[src/rtl/mul_pkg.sv]
// Shared definitions for the sequential shift-add multiplier: widths,
// FSM state encodings and a small operand-gating helper.
package mul_pkg;

    localparam int MUL_W = 64;
    localparam int CNT_W = 6;

    typedef logic [1:0] mul_state_t;

    localparam mul_state_t ST_IDLE = 2'b00;
    localparam mul_state_t ST_EXEC = 2'b01;
    localparam mul_state_t ST_DONE = 2'b10;

    // Counter value at which the final shift-add step is taken.
    localparam logic [CNT_W-1:0] CNT_LAST = 6'd63;

    // Select the multiplicand as addend when the current multiplier bit is set.
    function automatic logic [MUL_W-1:0] gate_addend(
        input logic [MUL_W-1:0] mcand,
        input logic             sel
    );
        logic [MUL_W-1:0] res;
        if (sel) begin
            res = mcand;
        end else begin
            res = {MUL_W{1'b0}};
        end
        return res;
    endfunction

endpackage

[src/rtl/cla64.sv]
// 64-bit carry-lookahead adder: 4-bit lookahead groups whose group
// carries ripple from group to group, including across the 32-bit halves.
module cla64
    import mul_pkg::*;
(
    input  logic [MUL_W-1:0] a,
    input  logic [MUL_W-1:0] b,
    input  logic             ci,
    output logic [MUL_W-1:0] sum,
    output logic             co
);

    logic [MUL_W-1:0] g_s;
    logic [MUL_W-1:0] p_s;
    logic [MUL_W-1:0] sum_s;
    logic             co_s;

    assign g_s = a & b;
    assign p_s = a ^ b;

    // Per-group lookahead carries, group carry chained into the next group.
    always_comb begin : carry_chain
        logic [3:0] gv;
        logic [3:0] pv;
        logic [3:0] cv;
        logic       grp_g;
        logic       grp_p;
        logic       cg_v;
        gv    = 4'b0000;
        pv    = 4'b0000;
        cv    = 4'b0000;
        grp_g = 1'b0;
        grp_p = 1'b0;
        cg_v  = ci;
        sum_s = {MUL_W{1'b0}};
        for (int k = 0; k < MUL_W / 4; k++) begin
            gv    = g_s[4*k +: 4];
            pv    = p_s[4*k +: 4];
            cv[0] = cg_v;
            cv[1] = gv[0] | (pv[0] & cg_v);
            cv[2] = gv[1] | (pv[1] & gv[0]) | (pv[1] & pv[0] & cg_v);
            cv[3] = gv[2] | (pv[2] & gv[1]) | (pv[2] & pv[1] & gv[0])
                  | (pv[2] & pv[1] & pv[0] & cg_v);
            grp_g = gv[3] | (pv[3] & gv[2]) | (pv[3] & pv[2] & gv[1])
                  | (pv[3] & pv[2] & pv[1] & gv[0]);
            grp_p = &pv;
            sum_s[4*k +: 4] = pv ^ cv;
            cg_v  = grp_g | (grp_p & cg_v);
        end
        co_s = cg_v;
    end

    assign sum = sum_s;
    assign co  = co_s;

endmodule

[src/rtl/multiplier_seq.sv]
// Sequential 64x64->128 unsigned shift-add multiplier. One conditional add
// and one right shift per clock through the shared cla64 adder; fixed
// latency of 64 steps followed by a one-cycle DONE state.
module multiplier_seq
    import mul_pkg::*;
#(
    parameter int WIDTH = MUL_W
) (
    input  logic               clk,
    input  logic               reset,
    input  logic               op_start,
    input  logic               op_clear,
    input  logic [WIDTH-1:0]   multiplicand,
    input  logic [WIDTH-1:0]   multiplier,
    output logic [2*WIDTH-1:0] result,
    output logic               op_done,
    output logic               busy
);

    mul_state_t         state_r;
    mul_state_t         state_nxt_s;
    logic [WIDTH-1:0]   mcand_r;
    logic [WIDTH-1:0]   acc_hi_r;
    logic [WIDTH-1:0]   acc_lo_r;
    logic [CNT_W-1:0]   cnt_r;
    logic [2*WIDTH-1:0] result_r;
    logic               op_done_r;
    logic               busy_r;

    logic [WIDTH-1:0]   addend_s;
    logic [WIDTH-1:0]   sum_s;
    logic               co_s;
    logic [2*WIDTH-1:0] step_s;
    logic               last_step_s;

    // The adder carry-out is kept as the new top bit, so no overflow is possible.
    cla64 u_cla64 (
        .a   (acc_hi_r),
        .b   (addend_s),
        .ci  (1'b0),
        .sum (sum_s),
        .co  (co_s)
    );

    // Addend selection and the shifted running value for this step.
    always_comb begin
        addend_s    = gate_addend(mcand_r, acc_lo_r[0]);
        step_s      = {co_s, sum_s, acc_lo_r[WIDTH-1:1]};
        last_step_s = (cnt_r == CNT_LAST);
    end

    // Next-state decode; clear dominates and start is only honoured in IDLE.
    always_comb begin
        state_nxt_s = state_r;
        if (op_clear) begin
            state_nxt_s = ST_IDLE;
        end else begin
            case (state_r)
                ST_IDLE: begin
                    if (op_start) begin
                        state_nxt_s = ST_EXEC;
                    end else begin
                        state_nxt_s = ST_IDLE;
                    end
                end
                ST_EXEC: begin
                    if (last_step_s) begin
                        state_nxt_s = ST_DONE;
                    end else begin
                        state_nxt_s = ST_EXEC;
                    end
                end
                ST_DONE: state_nxt_s = ST_IDLE;
                default: state_nxt_s = ST_IDLE;
            endcase
        end
    end

    // Control registers: state, registered status flags and the product.
    always_ff @(posedge clk) begin
        if (reset) begin
            state_r   <= ST_IDLE;
            busy_r    <= 1'b0;
            op_done_r <= 1'b0;
            result_r  <= {(2*WIDTH){1'b0}};
        end else begin
            state_r   <= state_nxt_s;
            busy_r    <= (state_nxt_s != ST_IDLE);
            op_done_r <= (state_nxt_s == ST_DONE);
            if (op_clear) begin
                result_r <= {(2*WIDTH){1'b0}};
            end else if ((state_r == ST_EXEC) && last_step_s) begin
                result_r <= step_s;
            end
        end
    end

    // Operand, accumulator and step counter; frozen while a clear is asserted.
    always_ff @(posedge clk) begin
        if (reset) begin
            mcand_r  <= {WIDTH{1'b0}};
            acc_hi_r <= {WIDTH{1'b0}};
            acc_lo_r <= {WIDTH{1'b0}};
            cnt_r    <= {CNT_W{1'b0}};
        end else if (!op_clear) begin
            case (state_r)
                ST_IDLE: begin
                    if (op_start) begin
                        mcand_r  <= multiplicand;
                        acc_hi_r <= {WIDTH{1'b0}};
                        acc_lo_r <= multiplier;
                        cnt_r    <= {CNT_W{1'b0}};
                    end
                end
                ST_EXEC: begin
                    acc_hi_r <= step_s[2*WIDTH-1:WIDTH];
                    acc_lo_r <= step_s[WIDTH-1:0];
                    cnt_r    <= cnt_r + 6'd1;
                end
                default: begin
                end
            endcase
        end
    end

    assign result  = result_r;
    assign op_done = op_done_r;
    assign busy    = busy_r;

endmodule

[config.mk]
export PLATFORM = sky130hd
export DESIGN_NAME = multiplier_seq
export DESIGN_NICKNAME = d
export VERILOG_FILES = /design/src/rtl/mul_pkg.sv /design/src/rtl/cla64.sv /design/src/rtl/multiplier_seq.sv
export SDC_FILE = /design/constraint.sdc
export NUM_CORES = 1
export LEC_CHECK = 0
export CORE_MARGIN = 5
export CORE_UTILIZATION = 57
export CTS_CLUSTER_DIAMETER = 60
export DETAILED_ROUTE_END_ITERATION = 12
export PLACE_DENSITY = 0.91
export SYNTH_ARGS = -nofsm -noshare
export SYNTH_HDL_FRONTEND = slang
export SYNTH_SLANG_ARGS = --single-unit
export TNS_END_PERCENT = 10
[constraint.sdc]
create_clock -name clk -period 6 [get_ports clk]
set_clock_uncertainty 0.2 [all_clocks]
set_input_delay 1.8 -clock clk [delete_from_list [all_inputs] [get_ports clk]]
set_output_delay 1.8 -clock clk [all_outputs]
set_load 0.03 [all_outputs]
; ---- Yosys cells after proc, flatten, opt, wreduce, memory -nomap -nowiden
; Cells that the tools add are included.
[classes]
addsub = 1
mul = 0
div_mod_pow = 0
magnitude_cmp = 0
eq_ne = 4
n_shift = 0
n_mux = 11
bitwise = 409
reduce_logical = 22
[op_table]
columns = operator, count
row1 = 64-bit one-hot mux with 2 select lines, 2
row2 = 1-bit AND, 234
row3 = 64-bit 2-to-1 mux, 3
row4 = 1-bit OR, 156
row5 = 64-bit AND, 1
row6 = 4-bit bitwise XOR, 16
row7 = 64-bit bitwise XOR, 1
row8 = 4-bit AND reduction, 15
row9 = 6-bit one-hot mux with 2 select lines, 1
row10 = "6-bit by 1-bit adder with 6-bit output, second input constant", 1
row11 = "6-bit == test, second input constant", 1
row12 = 6-bit 2-to-1 mux, 1
row13 = 3-bit AND reduction, 2
row14 = 2-bit 2-to-1 mux, 2
row15 = 2-bit one-hot mux with 2 select lines, 1
row16 = 2-bit nonzero test, 2
row17 = "2-bit by 1-bit == test with 1-bit output, second input constant", 1
row18 = "2-bit == test, second input constant", 1
row19 = 2-bit zero test, 1
row20 = "2-bit != test, second input constant", 1
row21 = 2-bit OR reduction, 1
row22 = 1-bit logical AND, 1
row23 = 1-bit 2-to-1 mux, 1
row24 = 1-bit NOT, 1
[word_totals]
reg_bits = 330
latch_bits = 0
ram_bits = 0
romBits = 0
input_bits = 132
out_inout_bits = 130
elab_cells = 455
memories = 0

; ---- Depth between registers and ports, before layout
[logic_depth]
word_depth = 38
ltp_mapped = 18
mapped_depth_nobuf = 17

; ---- By module
; Synthesis repeated with hierarchy kept, for this count alone.
[hier_totals]
cells_unflattened = 1798
area_unflattened_um2 = 15986.6
[modules_own_cells]
columns = mod, n_inst, cells_per_inst, area_per_inst_um2, seq_area_each_um2
row1 = multiplier_seq, 1, 1453, 13111.3, 6606.3
row2 = cla64, 1, 345, 2875.3, 0.0

; ---- Least setup slack after synthesis
; No wires, ideal clock.
[synth_path]
path_type = reg-to-reg
from = reg acc_lo_r[0]
to = reg acc_hi_r[52]
setup_time_ns = 0.128
arrival_ns = 3.647
required_ns = 5.672
slack_ns = 2.025
path_stages_with_launch = 19
path_buffers = 2
synth_period_minus_slack_ns = 3.975
cell_sequence = dfxtp_1 > clkbuf_1 > clkbuf_1 > and2_1 > ha_1 > a21o_1 > a21o_1 > a221oi_2 > o221ai_1 > o211ai_1 > nand2_1 > a211oi_1 > nor2b_1 > o21ai_0 > nand2b_1 > fa_1 > xor2_1 > a22oi_1 > nor2_1
[synth_via]
elab_chain_cells = 34
word_cells_on_any_way = 147
classes_between = mux (2) / bitwise (133) / reduce/logical (12)
[synth_lines]
columns = item, line
row1 = "start, declared", multiplier_seq.sv:24  ; logic [WIDTH-1:0] acc_lo_r;
row2 = "start signal, assigned", multiplier_seq.sv:103  ; acc_lo_r <= {WIDTH{1'b0}};
row3 = "start signal, assigned", multiplier_seq.sv:111  ; acc_lo_r <= multiplier;
row4 = "start signal, assigned", multiplier_seq.sv:117  ; acc_lo_r <= step_s[WIDTH-1:0];
row5 = 64-bit 2-to-1 mux *, mul_pkg.sv:23  ; if (sel) begin
row6 = 64-bit bitwise XOR or 64-bit AND (tied branches), "cla64.sv:19, cla64.sv:18"
row7 = "1-bit AND, on equally long branches", "cla64.sv:44, cla64.sv:45"
row8 = 1-bit OR (tied with other cells), cla64.sv:44  ; grp_g = gv[3] | (pv[3] & gv[2]) | (pv[3] & pv[2] & gv[1])
row9 = 1-bit OR or 1-bit AND (tied branches), "cla64.sv:44, cla64.sv:45"
row10 = 1-bit OR, cla64.sv:45  ; | (pv[3] & pv[2] & pv[1] & gv[0]);
row11 = 1-bit AND, cla64.sv:48  ; cg_v = grp_g | (grp_p & cg_v);
row12 = 1-bit OR, cla64.sv:48
row13 = [18 not listed], n/a
row14 = 1-bit AND, cla64.sv:48
row15 = 1-bit OR, cla64.sv:48
row16 = 1-bit AND, cla64.sv:48
row17 = 1-bit OR, cla64.sv:48
row18 = 1-bit AND, cla64.sv:40  ; cv[1] = gv[0] | (pv[0] & cg_v);
row19 = 1-bit OR, cla64.sv:40
row20 = 4-bit bitwise XOR *, cla64.sv:47  ; sum_s[4*k +: 4] = pv ^ cv;
row21 = 64-bit one-hot mux with 2 select lines *, multiplier_seq.sv:106  ; case (state_r)
row22 = "end signal, assigned", multiplier_seq.sv:102  ; acc_hi_r <= {WIDTH{1'b0}};
row23 = "end signal, assigned", multiplier_seq.sv:110  ; acc_hi_r <= {WIDTH{1'b0}};
row24 = "end signal, assigned", multiplier_seq.sv:116  ; acc_hi_r <= step_s[2*WIDTH-1:WIDTH];
row25 = "end, declared", multiplier_seq.sv:23  ; logic [WIDTH-1:0] acc_hi_r;
; Mark *: on every way between the ends. The rest lies on a longest branch, timed or not.
; A chain may end at the register's enable or synchronous reset.

; ---- Final worst setup path
; Ends and elaborated chain as after synthesis.

==> run_results.csv <==
group,metric,value,unit
status,status,"finished, final reports clean",
clocking,cts.repair_timing.setup_buffer_count,0,
worst_setup_path,crit_end,"acc_hi_r[52]",
worst_setup_path,critPathKind,"reg2reg",
job,timing.max_cap.violations,0,
min_path,min-delay-path-class,"reg2reg",
synth,post_synth_instance_area,15000,sq um
cells_and_area,most_common_library_cell_in_the_layout_ignoring_fill_and_taps,"sky130_fd_sc_hd__nand2_1",
placed_design,place.detailed.instances,2269,
global_routing,grt_start_max_net_pins,90,
drt,routedWlPerCell,18.3,um
worst_setup_path,worst_path_cell_chain,"and2_1 > ha_1 > a21oi_1 > o21ai_0 > a21oi_1 > o221ai_1 > o211ai_1 > nand2_1 > a211oi_1 > nor2b_1 > o21ai_0 > nand2b_1 > fa_1 > xor2_1 > a22oi_1 > nor2_1",
clocking,root_buffer,"sky130_fd_sc_hd__clkbuf_16",
power,total_leakage_power,7.58,nW
die,placeableCoreArea,26000,sq um
clocking,cts.clk_slew.worst_paths,0.06,ns
clocking,count_of_h_tree_levels_built_during_cts,2,
timing,rsz0062_at_grt,"no",
drt,detailedRoute.firstIterationViolations,1093,
synth,syn_area_per_cell,8.45,sq um
timing,timing_worst_slew_pin_value,1.18,ns
synth,synth_cell_type_count,55,
cells_and_area,fill_cells,1819,
power,ir_worst_vdd,0.265,mV
clocking,clock_tree_from_tritoncts,"yes",
worst_setup_path,crit_path_capture_type,"flop",
global_routing,grt_pass1_vias,13600,
worst_setup_path,crit-reg2reg-capture,"acc_hi_r[52]",
synth,synth-edff-count,0,
worst_setup_path,timing.critical_path.max_delay_family,"compound AO/OA/AOI/OAI gates",
cells_and_area,layout.cells.most_common_list,"sky130_fd_sc_hd__nand2_1, sky130_fd_sc_hd__dfxtp_1, sky130_fd_sc_hd__clkdlybuf4s50_1",
worst_setup_path,rr_startpoint,"acc_lo_r[0]",
die,fp.dieH,172,um
worst_setup_path,cp_slowest_stage_delay,0.72,ns
global_routing,grt_first_pass_wirelength,67400,um
power,power.density,252,nW/um^2
cells_and_area,layoutNonFillerInstCount,2332,
worst_setup_path,cp_num_cells,16,
worst_setup_path,reg2regPathDepth,16,
clocking,cts_resized,0,
drt,routed_via_density,5.83,
cells_and_area,final_area,18900,sq um
worst_setup_path,critPathSlowestCell,"sky130_fd_sc_hd__dfxtp_2",
worst_setup_path,worstPathBufferInverterCount,0,
placed_design,place_area,17800,sq um
die,die_width,172,um
cells_and_area,synth_to_final_area_change,26.0,%
worst_setup_path,crit_required,6.17,ns
timing,final.setup.tns,0,ns
placed_design,final_gp_congestion,0.889,
global_routing,gr-usage-all-layers,0.276,
global_routing,grt_antenna_before_repair,2,
worst_setup_path,critPathLaunch,"acc_lo_r[0]",
die,placementRows,59,
placed_design,numPortBuffers,261,
worst_setup_path,startpoint_type,"flop",
min_path,worst_hold_path.num_cells,2,
worst_setup_path,cp.arrival,4.76,ns
placed_design,post-dp-hpwl,28400,um
drt,detail-route-antenna-nets,0,
drt,wl,42600,um
clocking,clk_path_buf_depth,3,
timing,fin_crit,4.59,ns
synth,synth_ff_type,"sky130_fd_sc_hd__dfxtp_1",
timing,timing_hold_violations_final,0,
timing,layout_worst_path_cycle_share,0.765,
synth,async_set_or_reset_flop_fraction_in_the_synthesized_netlist,0,
worst_setup_path,ff2ff_setup_slack,1.41,ns
worst_setup_path,cp_max_fo,39,
timing,finalSetupViolations,0,
global_routing,grt_overflow_total,0,
die,start_util,0.577,
drt,drcViolationCount,0,
drt,via_count,13600,
min_path,worstHoldStart,"result[56]",
timing,maxSlewViolCount,0,
synth,synth_nets,1989,
clocking,worst_skew_pair.late_latency,0.51,ns
cells_and_area,nets,2184,
timing,maxClockFrequency,218,MHz
clocking,ctsHoldBuffers,0,
cells_and_area,layout-drive-gt1-share,0.0502,
synth,synth_sequential_area_ratio,0.440,
synth,synth_cells,1776,
synth,synth.yosys.warnings,0,
clocking,cts.sink_count,330,
synth,ys_seq_elements,330,
die,io-pin-count,262,
drt,first_pass_iters,6,
die,design.die.area,29700,sq um
clocking,number_of_buffers_created_by_cts,35,
timing,timing.slew.headroom,0.210,
per-layer routing:
layer	GRT usage	share of wire	vias up
li1	-	-	6480
met1	0.333	0.39	6400
met2	0.475	0.49	583
met3	0.0530	0.073	127
met4	0.129	0.041	0
met5	0	0	-
state kept, by name, summed over array words and instances (netlist names):
register  count
cnt_r         6
acc_hi_r     64
busy          1
acc_lo_r     64
op_done       1
result      128
state_r       2
mcand_r      64
layout make-up:
cell class              instances  area (sq um)  share of cell area
diodes                          3          7.51            0.000397
clock buffers                  51          1010              0.0532
clock inverters                 9           126             0.00669
inverters                      18          67.6             0.00357
multi-input cells            1310          7940               0.420
flip-flops and latches        330          6610               0.350
well taps                     335           419              0.0222
repair buffers                276          2730               0.144
stage by stage:
| stage | total power [W] | util | hold WS (ns) | setup WS (ns) |
|---|---|---|---|---|
| 6_report | 0.00477 | 0.727 | 0.252 | 1.41 |
| 5_1_grt | 0.00491 | 0.727 | 0.270 | 1.02 |
| 4_1_cts | 0.00479 | 0.727 | 0.254 | 1.47 |
| 3_5_place_dp | 0.00266 | 0.684 | 0.243 | 1.49 |
| 3_3_place_gp | 0.00264 | 0.684 | 0.238 | 1.66 |
| 2_1_floorplan | 0.00250 | - | 0.226 | 2.03 |
cell usage after synthesis (13+ instances only):
library cell | number | area share
sky130_fd_sc_hd__and2_1 | 64 | 0.027
sky130_fd_sc_hd__a22oi_1 | 40 | 0.020
sky130_fd_sc_hd__fa_1 | 16 | 0.021
sky130_fd_sc_hd__inv_1 | 18 | 0.0045
sky130_fd_sc_hd__o21ai_0 | 21 | 0.0070
sky130_fd_sc_hd__ha_1 | 65 | 0.054
sky130_fd_sc_hd__a21o_1 | 16 | 0.0080
sky130_fd_sc_hd__dfxtp_1 | 330 | 0.44
sky130_fd_sc_hd__a211oi_1 | 71 | 0.036
sky130_fd_sc_hd__xor2_1 | 30 | 0.018
sky130_fd_sc_hd__a22o_1 | 20 | 0.012
sky130_fd_sc_hd__nand4_1 | 13 | 0.0054
sky130_fd_sc_hd__clkbuf_1 | 108 | 0.027
sky130_fd_sc_hd__xnor2_1 | 18 | 0.011
sky130_fd_sc_hd__a21oi_1 | 220 | 0.073
sky130_fd_sc_hd__mux2i_1 | 67 | 0.045
sky130_fd_sc_hd__nand2_1 | 393 | 0.098
sky130_fd_sc_hd__nor2_1 | 154 | 0.039
cell families after synthesis:
kind of cell,synth area share
flip-flops,0.440
multiplexers,0.0447
adder cells (fa/ha/maj),0.0756
AO/OA/AOI/OAI,0.187
AND/OR/NAND/NOR,0.190
XOR/XNOR,0.0280
buffers and inverters,0.0340
worst min-delay path by stage:
| stage | slack (ns) | to |
|---|---|---|
| floorplan | 0.23 | acc_hi_r[61] |
| global placement | 0.24 | mcand_r[32] |
| detailed placement | 0.24 | mcand_r[9] |
| CTS | 0.25 | mcand_r[24] |
| global route | 0.27 | mcand_r[2] |
| finish | 0.25 | result[56] |
worst register-to-register path, delay by kind of cell, from the launching register on:
kind / cells / cell delay [ns]
compound gates: 8 / 2.09
flops: 1 / 0.72
fa+ha+maj: 2 / 0.67
simple gates: 5 / 0.61
xor+xnor: 1 / 0.17
where the power goes:
part / switching (W) / internal, W / leakage [nW]
combinational: 0.000178 / 0.000151 / 4.35
clock: 0.000858 / 0.00129 / 0.555
sequential: 0.0000423 / 0.00225 / 2.68
total: 0.00108 / 0.00369 / 7.58
Power figures use the tool's default switching activity.
